===== config.mk =====
export PLATFORM = sky130hd
export DESIGN_NAME = load_store_unit
export DESIGN_NICKNAME = d
export VERILOG_FILES = /design/src/rtl/load_store_unit_pkg.sv /design/src/rtl/load_store_unit_align.sv /design/src/rtl/load_store_unit.sv
export SDC_FILE = /design/constraint.sdc
export NUM_CORES = 1
export LEC_CHECK = 0
export ABC_AREA = 1
export CAP_MARGIN = 40
export CORE_UTILIZATION = 40
export CTS_CLUSTER_SIZE = 14
export DETAILED_ROUTE_END_ITERATION = 8
export PLACE_DENSITY = 0.76
export SYNTH_ARGS = -nofsm -noshare
export SYNTH_HDL_FRONTEND = slang
export SYNTH_SLANG_ARGS = --single-unit

===== constraint.sdc =====
create_clock -name clk_in -period 7.3 [get_ports clk_in]
set_clock_uncertainty 0.05 [all_clocks]
set_input_delay 1.095 -clock clk_in [delete_from_list [all_inputs] [get_ports clk_in]]
set_output_delay 1.095 -clock clk_in [all_outputs]
set_load 0.05 [all_outputs]

===== src/rtl/load_store_unit_pkg.sv =====
// Shared width codes, error causes, FSM states and lane helpers for the load/store unit.
package load_store_unit_pkg;

    // Access width codes carried in width_data_signal_in[1:0].
    localparam logic [1:0] MemWidthByte  = 2'd0;
    localparam logic [1:0] MemWidthHalf  = 2'd1;
    localparam logic [1:0] MemWidthWord  = 2'd2;
    localparam logic [1:0] MemWidthDword = 2'd3;

    typedef enum logic [1:0] {
        CauseNone       = 2'd0,
        CauseMisaligned = 2'd1,
        CauseTimeout    = 2'd2,
        CauseIllegal    = 2'd3
    } err_cause_e;

    typedef enum logic [1:0] {
        StIdle,
        StIssue,
        StDone,
        StErr
    } lsu_state_e;

    // An access is misaligned when any offset bit below its natural size is set.
    function automatic logic is_misaligned(input logic [1:0] width, input logic [2:0] offset);
        logic bad;
        bad = 1'b0;
        case (width)
            MemWidthHalf:  bad = offset[0];
            MemWidthWord:  bad = |offset[1:0];
            MemWidthDword: bad = |offset;
            default:       bad = 1'b0;
        endcase
        return bad;
    endfunction

    // Unshifted byte mask, (2^(2^width))-1.
    function automatic logic [7:0] width_mask(input logic [1:0] width);
        logic [7:0] mask;
        mask = 8'h01;
        case (width)
            MemWidthHalf:  mask = 8'h03;
            MemWidthWord:  mask = 8'h0F;
            MemWidthDword: mask = 8'hFF;
            default:       mask = 8'h01;
        endcase
        return mask;
    endfunction

endpackage


===== src/rtl/load_store_unit_align.sv =====
// Load data alignment: pick the addressed lanes out of the doubleword and extend them.
module load_store_unit_align
    import load_store_unit_pkg::*;
(
    input  logic [63:0] rd_data,
    input  logic [2:0]  offset,
    input  logic [2:0]  width,
    output logic [63:0] load_data
);

    logic [63:0] shifted;
    logic        sext;

    // Shift the addressed byte down to lane 0, truncate, then sign- or zero-extend.
    always_comb begin
        shifted   = rd_data >> {offset, 3'b000};
        sext      = ~width[2];
        load_data = shifted;
        case (width[1:0])
            MemWidthByte:  load_data = {{56{sext & shifted[7]}}, shifted[7:0]};
            MemWidthHalf:  load_data = {{48{sext & shifted[15]}}, shifted[15:0]};
            MemWidthWord:  load_data = {{32{sext & shifted[31]}}, shifted[31:0]};
            MemWidthDword: load_data = shifted;
            default:       load_data = shifted;
        endcase
    end

endmodule


===== src/rtl/load_store_unit.sv =====
// Load/store unit: accepts one memory op at a time, issues it to the data memory
// with a bounded wait for the ack, and reports completion or an error for one cycle.
module load_store_unit
    import load_store_unit_pkg::*;
#(
    parameter int unsigned MAX_WAIT = 16
) (
    input  logic        clk_in,
    input  logic        rst_in,
    input  logic        req_valid_in,
    output logic        req_ready_out,
    input  logic        mem_read_signal_in,
    input  logic        mem_write_signal_in,
    input  logic [2:0]  width_data_signal_in,
    input  logic [63:0] addr_in,
    input  logic [63:0] wr_data_in,
    output logic [63:0] rd_data_out,
    output logic        done_out,
    output logic        error_out,
    output logic [1:0]  error_cause_out,
    output logic        busy_out,
    output logic        dmem_req_out,
    output logic        dmem_we_out,
    output logic [63:0] dmem_addr_out,
    output logic [7:0]  dmem_byte_en_out,
    output logic [63:0] dmem_wr_data_out,
    input  logic        dmem_ack_in,
    input  logic [63:0] dmem_rd_data_in
);

    localparam int unsigned WaitW = $clog2(MAX_WAIT + 1);
    localparam logic [WaitW-1:0] WaitLast = WaitW'(MAX_WAIT - 1);

    lsu_state_e       state_q, state_d;
    err_cause_e       cause_q, cause_d;
    logic [WaitW-1:0] wait_q, wait_d;
    logic [63:0]      rd_data_q, rd_data_d;
    logic [63:0]      addr_q, data_q;
    logic [2:0]       width_q;
    logic             we_q;
    logic             accept;
    logic             in_issue;
    logic [63:0]      load_data;

    load_store_unit_align u_align (
        .rd_data   (dmem_rd_data_in),
        .offset    (addr_q[2:0]),
        .width     (width_q),
        .load_data (load_data)
    );

    // Next-state logic: validate in IDLE, bounded wait in ISSUE, one-cycle DONE/ERR.
    always_comb begin
        state_d   = state_q;
        cause_d   = cause_q;
        wait_d    = wait_q;
        rd_data_d = rd_data_q;
        accept    = 1'b0;
        case (state_q)
            StIdle: begin
                if (req_valid_in) begin
                    if (mem_read_signal_in == mem_write_signal_in) begin
                        state_d = StErr;
                        cause_d = CauseIllegal;
                    end else if (is_misaligned(width_data_signal_in[1:0], addr_in[2:0])) begin
                        state_d = StErr;
                        cause_d = CauseMisaligned;
                    end else begin
                        state_d = StIssue;
                        cause_d = CauseNone;
                        wait_d  = '0;
                        accept  = 1'b1;
                    end
                end
            end
            StIssue: begin
                if (dmem_ack_in) begin
                    state_d = StDone;
                    if (!we_q) begin
                        rd_data_d = load_data;
                    end
                end else if (wait_q == WaitLast) begin
                    state_d = StErr;
                    cause_d = CauseTimeout;
                end else begin
                    wait_d = wait_q + 1'b1;
                end
            end
            StDone:  state_d = StIdle;
            StErr:   state_d = StIdle;
            default: state_d = StIdle;
        endcase
    end

    // State, wait counter, error cause and load result registers.
    always_ff @(posedge clk_in or posedge rst_in) begin
        if (rst_in) begin
            state_q   <= StIdle;
            cause_q   <= CauseNone;
            wait_q    <= '0;
            rd_data_q <= '0;
        end else begin
            state_q   <= state_d;
            cause_q   <= cause_d;
            wait_q    <= wait_d;
            rd_data_q <= rd_data_d;
        end
    end

    // Request capture on acceptance; held stable for the whole ISSUE phase.
    always_ff @(posedge clk_in or posedge rst_in) begin
        if (rst_in) begin
            addr_q  <= '0;
            data_q  <= '0;
            width_q <= '0;
            we_q    <= 1'b0;
        end else if (accept) begin
            addr_q  <= addr_in;
            data_q  <= wr_data_in;
            width_q <= width_data_signal_in;
            we_q    <= mem_write_signal_in;
        end
    end

    // Outputs decoded from state; memory side is zero outside ISSUE.
    always_comb begin
        in_issue         = (state_q == StIssue);
        req_ready_out    = (state_q == StIdle);
        busy_out         = (state_q != StIdle);
        done_out         = (state_q == StDone) || (state_q == StErr);
        error_out        = (state_q == StErr);
        error_cause_out  = (state_q == StErr) ? cause_q : CauseNone;
        rd_data_out      = rd_data_q;
        dmem_req_out     = in_issue;
        dmem_we_out      = in_issue & we_q;
        dmem_addr_out    = in_issue ? {addr_q[63:3], 3'b000} : '0;
        dmem_byte_en_out = in_issue ? (width_mask(width_q[1:0]) << addr_q[2:0]) : '0;
        dmem_wr_data_out = (in_issue && we_q) ? (data_q << {addr_q[2:0], 3'b000}) : '0;
    end

endmodule


==> run summary <==
vias = 13069
RR Endpoint = rd_data_out[28]
RSZ-0062 raised after global routing = false
die area = 31100 um2
IO buf count = 405
Hold Fails Final Rpt = 0
Worst-path clk slew = 60 ps
Post-DP HPWL = 33.0 mm
postcts setup bufs = 0
drt via density = 5.22
end of the worst hold path = data_q[63]
Crit. Startpoint = addr_q[0]
cells along the critical path = inv_2, buf_4, nand2_1, a22o_1, o22ai_1, clkdlybuf4s50_1
Seq/Total Area, Yosys = 0.422
Rel. slew slack = 0.390
Max IR drop VDD = 0.267 mV
Synth Instances = 1767
cts repair resizes = 0
Reg2Reg Setup Slack = 3690 ps
Setup CP Type = flop to output port
area grow syn2layout = 41.3%
number of synthesized register bits = 205
largest net degree at the start of global routing = 92
Worst-Margin Slew = 915 ps
aggregate global-route resource usage = 0.283
commonest non-fill, non-tap cell in the layout = nand2_1
Tmin final = 4910 ps
dominant cells by area after synthesis = dfrtp_1 42%, nand2_1 19%, nor2_1 8.2%
DRC violations left = 0
max-cap violation count = 0
CP Launch Type = flop
Avg Inst Size Synth = 6.88 um2
critical path's largest stage delay = 860 ps
Yosys top cell area share = 0.422
HP Start = data_q[63]
Hold/Removal Path Class = flop to flop
vias in the first global route = 12454
data arrival time of the critical path = 3770 ps
Netlist Area Pre-Place = 12200 um2
final WL = 45.2 mm
# H-tree levels = 1
worst setup margin = 2390 ps
met3 wire length = 3.62 mm
CP max stage cell = clkdlybuf4s50_1
Clock Sink Count = 205
# nets final = 2290
Detail Route Antenna Nets = 0
Ys Warns = 0
Setup crit end kind = output port
total grt overflow = 0
Post-synth EDFFs = 0
1st-pass router iterations = 6
Critical Path RT = 6150 ps
met2 wire len = 21.5 mm
Die Width = 176 um
CTS buffer count = 24
most frequent cells in the layout = 616 x nand2_1, 405 x clkdlybuf4s50_1, 265 x nor2_1, 203 x dfrtp_1, 134 x o21ai_0
asr flop ratio synth = 1.00
Buf+Inv Stages, Crit Path = 3
CP Max Fanout = 78
global-route wire length before repair = 68.5 mm
DR top layer = met5
clock latency on the worst-skew pair = 520 ps
CTS tree = done
crit share post-route = 0.673
CTS Root Cell = clkbuf_16
# setup viols final = 0
setup_tns = 0 ps
R2R cell count = 10
pwr/cell area = 488 nW/um2
DRC marker count from the first detailed-route iteration = 1216
met1 wire length = 18.2 mm
post-synthesis cell type count = 37
core area = 29800 um2
Die Ht = 176 um
global placer's final weighted congestion = 0.956
area leader, netlist = dfrtp_1
Initial Util = 0.408
per-cell routed wire length = 18.0 um
FMAX = 0.204 GHz
site row count = 63
r2r startpoint = addr_q[0]
Leakage = 7.87 nW
Hold Buf Count CTS = 0
hold path cells = 2
family with the most delay on the worst path = buffers and inverters
status = completed
Synth Flop Type = dfrtp_1
pre-CTS setup slack = 2970 ps
Ports = 409
layout cell share with drive strength beyond 1 = 0.0375
Slew Viols, Final = 0
deepest clock path buffer count = 3
initial antenna violation count = 7
per-stage QoR:
step | power (mW) | utilization | hold slack (ps) | std cells | area [um2]
floorplan | 5.47 | - | 392 | 1769 | 12200
global placement | 6.89 | 0.542 | 405 | 2446 | 16100
detailed placement | 6.98 | 0.545 | 413 | 2451 | 16200
CTS | 8.38 | 0.576 | 428 | 2495 | 17100
global route | 8.88 | 0.576 | 440 | 2499 | 17200
finish | 8.38 | 0.576 | 422 | 2503 | 17200
worst min-delay path: stages, from the launching register on:
cell and delay (ps):
dfrtp_1 340, nand2_1 50, nand2_1 40
synth_stat cells, types with 2 or more instances:
cell      count
a211oi_1      2
a21oi_1      24
a22o_1        8
a22oi_1       8
a31oi_1      10
buf_1        12
buf_2        53
buf_4        11
buf_6        11
clkbuf_1     45
dfrtp_1     205
ha_1          2
inv_1       116
inv_2         3
mux2i_1      21
nand2_1     616
nand2_4       3
nand3_1      94
nand3_2       2
nor2_1      266
nor2_2        2
nor2_4        3
nor3_1        2
o211ai_1     52
o21ai_0     134
o21ai_1      12
o22ai_1      34
or2_1         7
cell type report:
cell class | instances | area, um2
clock inverter | 12 | 229
tap | 390 | 488
multi-input combinational | 1312 | 5900
clock buffer | 32 | 681
timing repair buffer | 424 | 4260
inverter | 120 | 459
fill | 2783 | 12600
antenna | 8 | 20.0
sequential | 205 | 5130
worst max-delay path by stage:
stage	cells after the start	end	slack (ps)
after floorplan	1	addr_q[0]	560
after global routing	6	dmem_wr_data_out[53]	2230
after detailed placement	6	dmem_wr_data_out[53]	2970
after global placement	6	dmem_wr_data_out[53]	2870
final	6	dmem_wr_data_out[53]	2390
after CTS	6	dmem_wr_data_out[53]	2390
where the power goes:
part	internal, mW	total, mW	switching, mW
clock network	0.869	1.36	0.494
logic	1.54	4.91	3.37
registers	1.69	2.11	0.416
total	4.10	8.38	4.28
flip-flops by register name (all words and copies together) (netlist names):
signal / count
state_q: 2
cause_q: 2
wait_q: 5
rd_data_out: 64
addr_q: 64
we_q: 1
data_q: 64
width_q: 3
cell families (layout without fill, tap and decap cells):
family / Yosys count / after routing / share of synthesized area
mux: 21 / 21 / 0.0173
flops: 205 / 205 / 0.422
fa+ha+maj: 2 / 2 / 0.00206
xor+xnor: 1 / 1 / 0.000721
other cells: 1 / 11 / 0.000309
compound gates: 286 / 286 / 0.138
buf+inv: 252 / 588 / 0.0935
simple gates: 999 / 999 / 0.326
metal layers:
metal | vias to the layer above | GRT usage
met4 | 2 | 0.121
met1 | 6037 | 0.362
li1 | 6272 | -
met5 | - | 0
met2 | 653 | 0.471
met3 | 105 | 0.0452
Note: power is estimated with default switching activity, not from simulation.
